<file path="src/rtl/flopr_pkg.sv">
// rtl/flopr_pkg.sv - shared defaults and width helper for the pipeline register
package flopr_pkg;

    localparam int FLOPR_W     = 64;
    localparam int FLOPR_DEPTH = 4;

    // Width of a counter that must hold every value from 0 to depth inclusive
    function automatic int cnt_w(input int depth);
        return $clog2(depth + 1);
    endfunction

endpackage

</file>
<file path="src/rtl/flopr_pipe_if.sv">
// rtl/flopr_pipe_if.sv - data/control bundle between a pipeline producer and flopr_pipe
interface flopr_pipe_if
    import flopr_pkg::*;
#(
    parameter int N     = FLOPR_W,
    parameter int DEPTH = FLOPR_DEPTH
);

    logic                      en;
    logic                      flush;
    logic [N-1:0]              d;
    logic                      d_valid;
    logic [N-1:0]              q;
    logic                      q_valid;
    logic [cnt_w(DEPTH)-1:0]   count;

    // Producer side: drives the stage-0 entry and the pipe controls
    modport master (
        output en, flush, d, d_valid,
        input  q, q_valid, count
    );

    // Pipeline register side
    modport slave (
        input  en, flush, d, d_valid,
        output q, q_valid, count
    );

endinterface

</file>
<file path="src/rtl/flopr_en.sv">
// rtl/flopr_en.sv - one resettable, clearable, enabled register stage
module flopr_en #(
    parameter int N = 64
) (
    input  logic         clk,
    input  logic         reset,
    input  logic         clr,
    input  logic         en,
    input  logic [N-1:0] d,
    output logic [N-1:0] q
);

    // reset beats clear beats advance; otherwise hold
    always_ff @(posedge clk) begin
        if (reset) begin
            q <= '0;
        end else if (clr) begin
            q <= '0;
        end else if (en) begin
            q <= d;
        end
    end

endmodule

</file>
<file path="src/rtl/flopr_pipe.sv">
// rtl/flopr_pipe.sv - DEPTH-stage pipeline register with per-stage valid and occupancy count
module flopr_pipe
    import flopr_pkg::*;
#(
    parameter int N     = FLOPR_W,
    parameter int DEPTH = FLOPR_DEPTH
) (
    input  logic         clk,
    input  logic         reset,
    flopr_pipe_if.slave  bus
);

    localparam int CW = cnt_w(DEPTH);

    // Each stage stores {valid, data} so bubbles travel alongside their data
    logic [N:0]       stage_q [DEPTH];
    logic [DEPTH-1:0] vld;
    logic [CW-1:0]    count_r;

    for (genvar k = 0; k < DEPTH; k++) begin : g_stage
        logic [N:0] stage_d;

        if (k == 0) begin : g_head
            assign stage_d = {bus.d_valid, bus.d};
        end else begin : g_body
            assign stage_d = stage_q[k-1];
        end

        flopr_en #(.N(N + 1)) u_stage (
            .clk   (clk),
            .reset (reset),
            .clr   (bus.flush),
            .en    (bus.en),
            .d     (stage_d),
            .q     (stage_q[k])
        );

        assign vld[k] = stage_q[k][N];
    end

    // Occupancy tracked incrementally: one entry in, the oldest out, per enabled edge
    always_ff @(posedge clk) begin
        if (reset) begin
            count_r <= '0;
        end else if (bus.flush) begin
            count_r <= '0;
        end else if (bus.en) begin
            count_r <= count_r + CW'(bus.d_valid) - CW'(vld[DEPTH-1]);
        end
    end

    assign bus.q       = stage_q[DEPTH-1][N-1:0];
    assign bus.q_valid = vld[DEPTH-1];
    assign bus.count   = count_r;

    // The incremental counter must always agree with the live valid bits
    property p_count_matches_valids;
        @(posedge clk) disable iff (reset) count_r == CW'($countones(vld));
    endproperty
    a_count_matches_valids: assert property (p_count_matches_valids);

endmodule

</file>
<file path="src/flat_wrapper.sv">
// flat-port wrapper written by rule: the top's interface ports become plain ports
module flopr_pipe_flat import flopr_pkg::*;
#(
    parameter int N     = FLOPR_W,
    parameter int DEPTH = FLOPR_DEPTH
)
  (clk, reset, bus_en, bus_flush, bus_d, bus_d_valid, bus_q, bus_q_valid, bus_count);
  flopr_pipe_if #(.N(N), .DEPTH(DEPTH)) bus_i ();
  input  logic clk;
  input  logic reset;
  input wire logic [$bits(bus_i.en)-1:0] bus_en;
  input wire logic [$bits(bus_i.flush)-1:0] bus_flush;
  input wire logic [$bits(bus_i.d)-1:0] bus_d;
  input wire logic [$bits(bus_i.d_valid)-1:0] bus_d_valid;
  output wire logic [$bits(bus_i.q)-1:0] bus_q;
  output wire logic [$bits(bus_i.q_valid)-1:0] bus_q_valid;
  output wire logic [$bits(bus_i.count)-1:0] bus_count;
  assign bus_i.en = bus_en;
  assign bus_i.flush = bus_flush;
  assign bus_i.d = bus_d;
  assign bus_i.d_valid = bus_d_valid;
  assign bus_q = bus_i.q;
  assign bus_q_valid = bus_i.q_valid;
  assign bus_count = bus_i.count;
  flopr_pipe #(.N(N), .DEPTH(DEPTH)) u_core (.clk(clk), .reset(reset), .bus(bus_i));
endmodule
</file>
<file path="config.mk">
export PLATFORM = sky130hd
export DESIGN_NAME = flopr_pipe_flat
export DESIGN_NICKNAME = d
export VERILOG_FILES = /design/src/rtl/flopr_pkg.sv /design/src/rtl/flopr_pipe_if.sv /design/src/rtl/flopr_en.sv /design/src/rtl/flopr_pipe.sv /design/src/flat_wrapper.sv
export SDC_FILE = /design/constraint.sdc
export NUM_CORES = 1
export LEC_CHECK = 0
export ABC_CLOCK_PERIOD_IN_PS = 2100
export BUFFER_PORTS_ARGS = -buffer_cell sky130_fd_sc_hd__clkbuf_2
export CORE_MARGIN = 2
export CORE_UTILIZATION = 32
export CTS_CLUSTER_SIZE = 20
export DETAILED_ROUTE_END_ITERATION = 12
export HOLD_SLACK_MARGIN = 0.06
export PLACE_DENSITY = 0.56
export SETUP_SLACK_MARGIN = 0.4
export SYNTH_ARGS = -nofsm -noshare
export SYNTH_HDL_FRONTEND = slang
export SYNTH_HIERARCHICAL = 1
export SYNTH_SLANG_ARGS = --single-unit
</file>
<file path="constraint.sdc">
create_clock -name clk -period 2.1 [get_ports clk]
set_input_delay 0.105 -clock clk [delete_from_list [all_inputs] [get_ports clk]]
set_output_delay 0.105 -clock clk [all_outputs]
set_load 0.05 [all_outputs]
</file>
==> impl_metrics.json, run 1 <==
{
  "status": "finished, final reports clean",
  "clk_latency_ns": 0.54,
  "avgRoutedWirePerCell_um": 14.27,
  "required_ns": 2.58,
  "drcViolationCount": 0,
  "clock-sinks": 263,
  "hold_viol_final": 0,
  "setup.worst_path.start": "u_core/g_stage[3].u_stage/q[64]",
  "grt_start_max_net_pins": 66,
  "fin_setup_tns_ns": 0,
  "fin_crit_ns": 1.818,
  "coreArea_um2": 29480,
  "cts_buffer_depth": 3,
  "cts-root-buf": "clkbuf_16",
  "die_area_um2": 31210,
  "dr_total_vias": 6417,
  "cellPowerDensity_nw_per_um2": 913.5,
  "synth.cell_area_um2": 9539,
  "start_util": 0.3236,
  "reg2reg_depth": 8,
  "cts_buffers": 30,
  "ys_types": 16,
  "n_antenna_cell": 0,
  "antenna_left": 0,
  "die_w_um": 176.7,
  "dpl.hpwl_um": 12740,
  "r2r_end": "u_core/bus.count[2]",
  "dpl_cell_area_um2": 10460,
  "relSlewSlack": 0.6215,
  "synthCells": 858,
  "reg2reg_setup_slack_ns": 0.28,
  "io_pins": 137,
  "totalWireLength_um": 20980,
  "gr-total-overflow": 0,
  "crit_arrival_ns": 2.30,
  "worstSetupStartpointType": "flip-flop",
  "drv_slew": 0,
  "detail_route.vias_per_cell": 4.365,
  "drt-initial-drc-count": 236,
  "rsz0062_at_grt": "true",
  "final_core_util": 0.4144,
  "layout_common_cells": "nor2_1, mux2i_1, dfxtp_1, clkbuf_2, dlygate4sd3_1",
  "r2r_start": "u_core/g_stage[3].u_stage/q[64]",
  "cts_max_level": 1,
  "seq_area_frac_synth": 0.5519,
  "row_count": 63,
  "ys_seq_elements": 263,
  "first_pass_iters": 4,
  "setup_viol": 0,
  "hold_class": "input pin to flip-flop",
  "yosys_warnings": 6,
  "grt_pass1_vias": 6289,
  "syn_nets": 930,
  "fin_skew_ns": 0.007800,
  "antenna_found_initial": 0,
  "hold-path-cell-count": 4,
  "die_h_um": 176.7,
  "nNetsFinal": 1129,
  "area_growth_pct": 28.07,
  "hold_slack_ns": 0.04238,
  "tightestPinTransition_ns": 0.5678,
  "critical_path_class": "flip-flop to flip-flop",
  "fin_area_um2": 12220,
  "clk_pin_slew_worst_paths_ns": 0.06,
  "min_from": "bus_d_valid",
  "min_to": "u_core/bus.count[0]",
  "finalCritPeriodShare": 0.8655,
  "crit_fanout": 3,
  "cp-end-kind": "flip-flop",
  "drive_above_1_share": 0.2056,
  "vdd_drop_max_mv": 0.5228,
  "gp_congestion": 0.7295,
  "max_freq_mhz": 550.2,
  "grt_usage": 0.1338,
  "grt_pass1_wl_um": 33780,
  "leakage_nw": 5.413,
  "avgSynthCellArea_um2": 11.12,
  "cts_tree": "built",
  "portBuffers": 136,
  "cap_violations": 0
}
-- Yosys cell counts --
master | instances | share of area
a2111oi_0 | 1 | 0.00092
nor2_1 | 261 | 0.10
clkbuf_1 | 4 | 0.0016
nor3_1 | 2 | 0.0010
inv_1 | 4 | 0.0016
a31o_1 | 1 | 0.00092
or2_1 | 4 | 0.0026
mux2i_1 | 261 | 0.27
a2111oi_2 | 1 | 0.0016
fa_1 | 1 | 0.0021
xor2_1 | 1 | 0.00092
buf_2 | 4 | 0.0021
buf_6 | 40 | 0.047
ha_1 | 2 | 0.0026
dfxtp_1 | 263 | 0.55
buf_4 | 8 | 0.0063
-- registers in the layout, indices dropped and copies added, names as in the netlist --
register and count:
u_core/g_stage.u_stage/q 260, u_core/bus.count 3
-- per-layer routing --
metal,global-route usage,part of all wire
met1,0.1834,0.48
met2,0.2157,0.46
met3,0.02427,0.042
met4,0.03788,0.018
met5,0,0
-- layout make-up --
| cell class | instances | area, um^2 |
|---|---|---|
| clock inverter | 14 | 183.9 |
| multi-input combinational | 535 | 3767 |
| inverter | 4 | 20.02 |
| timing repair buffer | 223 | 1612 |
| tap | 390 | 488.0 |
| fill | 2859 | 17260 |
| clock buffer | 41 | 873.3 |
| sequential | 263 | 5273 |
-- per-stage QoR --
stage          std cells  setup slack [ns]  power (mW)
6_report            1470            0.2823       11.16
5_1_grt             1470            0.1842       11.64
4_1_cts             1470            0.2707       11.37
3_5_place_dp        1347            0.2915       5.758
3_3_place_gp        1347            0.3134       5.754
2_1_floorplan        858            0.1999       5.620
-- critical path: stages (launching register included) --
cell and delay [ns]:
dfxtp_4 0.36, ha_4 0.24, inv_4 0.05, ha_4 0.12, inv_2 0.03, fa_2 0.36, xor2_2 0.16, a2111oi_2 0.30
a31o_1 0.13
-- worst max path at each step --
| stage | end | slack [ns] | depth (start not counted) |
|---|---|---|---|
| final | u_core/bus.count[2] | 0.28 | 8 |
| after global routing | u_core/bus.count[2] | 0.18 | 9 |
| after CTS | u_core/bus.count[2] | 0.27 | 8 |
| after detailed placement | u_core/bus.count[2] | 0.29 | 9 |
| after global placement | u_core/bus.count[2] | 0.31 | 9 |
| after floorplan | u_core/bus.count[2] | 0.20 | 9 |
-- logic make-up (layout without fill, tap and decap cells) --
logic type               count (synthesis)  count (layout)  share of synthesized area
flip-flops                             263             263                     0.5519
buffers and inverters                   60             282                    0.05876
AND/OR/NAND/NOR                        267             267                     0.1064
AO/OA/AOI/OAI                            3               3                   0.003410
XOR/XNOR                                 1               1                  0.0009183
adder cells (fa/ha/maj)                  3               3                   0.004722
multiplexers                           261             261                     0.2739
-- power breakdown --
group	total [mW]	switching [mW]	internal, mW	leakage (nW)
clock network	5.41	2.02	3.39	0.516
logic	0.671	0.340	0.331	2.77
registers	5.08	0.0322	5.04	2.13
total	11.2	2.39	8.77	5.41
-- repair_timing --
action,in CTS,in global routing
hold endpoints to repair,68,0
gates resized for setup,3,2
setup endpoints to repair,2,2
pin swaps,1,1
setup buffers,1,0
hold buffers,67,0
No activity file was read; power rests on OpenSTA's default activity.
==> run 2, diff against run 1 <==
- CORE_ASPECT_RATIO: unset -> 0.6
- MAX_ROUTING_LAYER: unset -> met4
==> impl_metrics.json, run 2 (synthesis results as in run 1) <==
{
  "status": "finished, final reports clean",
  "hold_class": "input pin to flip-flop",
  "fin_ws_ns": 0.2662,
  "cts_buffers": 26,
  "regMostFlops": "u_core/g_stage.u_stage/q",
  "critPathTopFamily": "adder cells",
  "fin_crit_ns": 1.834,
  "met2_usage": 0.2085,
  "gp_congestion": 0.7093,
  "drive_above_1_share": 0.2019,
  "antenna_found_initial": 0,
  "clk_latency_ns": 0.53,
  "die_area_um2": 31250,
  "first_pass_iters": 4,
  "detail_route.vias_per_cell": 4.308,
  "vdd_drop_max_mv": 0.4501,
  "die_w_um": 226.9,
  "hold_viol_final": 0,
  "grt.busiest_layer": "met2",
  "grt_pass1_vias": 6079,
  "die_h_um": 137.7,
  "met1_usage": 0.1802,
  "cp_cell_sequence": "ha_4, inv_4, ha_4, inv_2, fa_2, xor2_2, a2111oi_2, a31o_1",
  "required_ns": 2.57,
  "totalWireLength_um": 20750,
  "drt-initial-drc-count": 214,
  "cts_max_level": 1,
  "grt.met3_usage": 0.03562,
  "grt_start_max_net_pins": 57,
  "layout_common_cells": "nor2_1, mux2i_1, dfxtp_1, clkbuf_2, dlygate4sd3_1",
  "avgRoutedWirePerCell_um": 14.07,
  "crit_top_cell": "ha_4",
  "cpPeakStageDelay_ns": 0.36,
  "dpl.hpwl_um": 12610,
  "gr-total-overflow": 0,
  "cts_tree": "built",
  "crit_fanout": 3,
  "clock-sinks": 263,
  "area_growth_pct": 27.32,
  "largest_reg_flops": 260,
  "clk_pin_slew_worst_paths_ns": 0.07,
  "setup_viol": 0,
  "antenna_left": 0,
  "row_count": 48,
  "leakage_nw": 5.381,
  "cp-end-kind": "flip-flop",
  "fin_setup_tns_ns": 0,
  "grt_usage": 0.1356,
  "dr_total_vias": 6355,
  "coreArea_um2": 29010,
  "fin_skew_ns": 0.005703,
  "preCtsSetupSlack_ns": 0.2647,
  "nNetsFinal": 1127,
  "cts-root-buf": "clkbuf_16",
  "start_util": 0.3288,
  "tightestPinTransition_ns": 0.6044,
  "n_antenna_cell": 0,
  "rsz0062_at_grt": "true",
  "worstSetupStartpointType": "flip-flop",
  "io_pins": 137,
  "critical_path_class": "flip-flop to flip-flop",
  "cts_buffer_depth": 3,
  "hold_slack_ns": 0.1307,
  "finalCritPeriodShare": 0.8732,
  "max_freq_mhz": 545.3,
  "cap_violations": 0,
  "crit_arrival_ns": 2.30,
  "grt_pass1_wl_um": 32590,
  "portBuffers": 136,
  "cellPowerDensity_nw_per_um2": 884.6,
  "relSlewSlack": 0.5971,
  "finalPower_mw": 10.74,
  "worst-path-buf-inv": 2,
  "drv_slew": 0,
  "drcViolationCount": 0,
  "critPathSlowestCell": "fa_2"
}
## run 2: changes by cell type in the layout (fill, tap and decap cells not counted), moves of 2 or more
| cell | change |
|---|---|
| buf_12 | +3 |
| clkinvlp_4 | -2 |
| clkbuf_16 | -4 |
| or2_4 | +4 |
| or2_2 | -4 |
## run 2: worst paths after layout
check                                  start                               to  slack, ns  cells after the start
min                                   bus_en  u_core/g_stage[3].u_stage/q[15]       0.13                      3
max          u_core/g_stage[3].u_stage/q[64]              u_core/bus.count[2]       0.27                      8
min reg2reg   u_core/g_stage[0].u_stage/q[2]   u_core/g_stage[1].u_stage/q[2]       0.49                      2
max reg2reg  u_core/g_stage[3].u_stage/q[64]              u_core/bus.count[2]       0.27                      8
## run 2: per-layer routing
layer,routed length (um),share of wire,up-vias
li1,-,-,3254
met1,10480,0.50,2970
met2,8969,0.43,102
met3,1035,0.050,29
met4,267,0.013,0
met5,0,0,-
## run 2: metrics by stage
stage / util / cell area (um^2) / cells
after global routing: 0.4187 / 12150 / 1475
after CTS: 0.4187 / 12150 / 1475
after floorplan: - / 9582 / 858
after detailed placement: 0.3631 / 10530 / 1359
final: 0.4187 / 12150 / 1475
after global placement: 0.3631 / 10530 / 1359
## run 2: report_power, final
part           leakage (nW)  switching (mW)  internal [mW]
sequential             2.13          0.0293           5.04
combinational          2.80           0.346          0.342
clock                 0.458            1.97           3.02
## run 2: repair_timing
action | 4_1_cts | 5_1_grt
gates resized for setup | 3 | 0
buffers inserted | 1 | 0
pin swaps | 1 | 1
endpoints found under the hold margin | 67 | 0
endpoints found under the setup margin | 2 | 2
hold buffers | 67 | 0
## run 2: tightest hold or removal path, stage by stage
cell,delay [ns]
buf_8,0.26
mux2i_1,0.18
nor2_1,0.07
## run 2: final cells by class
type / count / area, um^2
multi-input cells: 535 / 3765
fillers: 2828 / 16860
repair buffers: 225 / 1664
clock buffers: 36 / 759.5
well taps: 400 / 500.5
flip-flops and latches: 263 / 5273
clock inverters: 12 / 166.4
inverters: 4 / 17.52
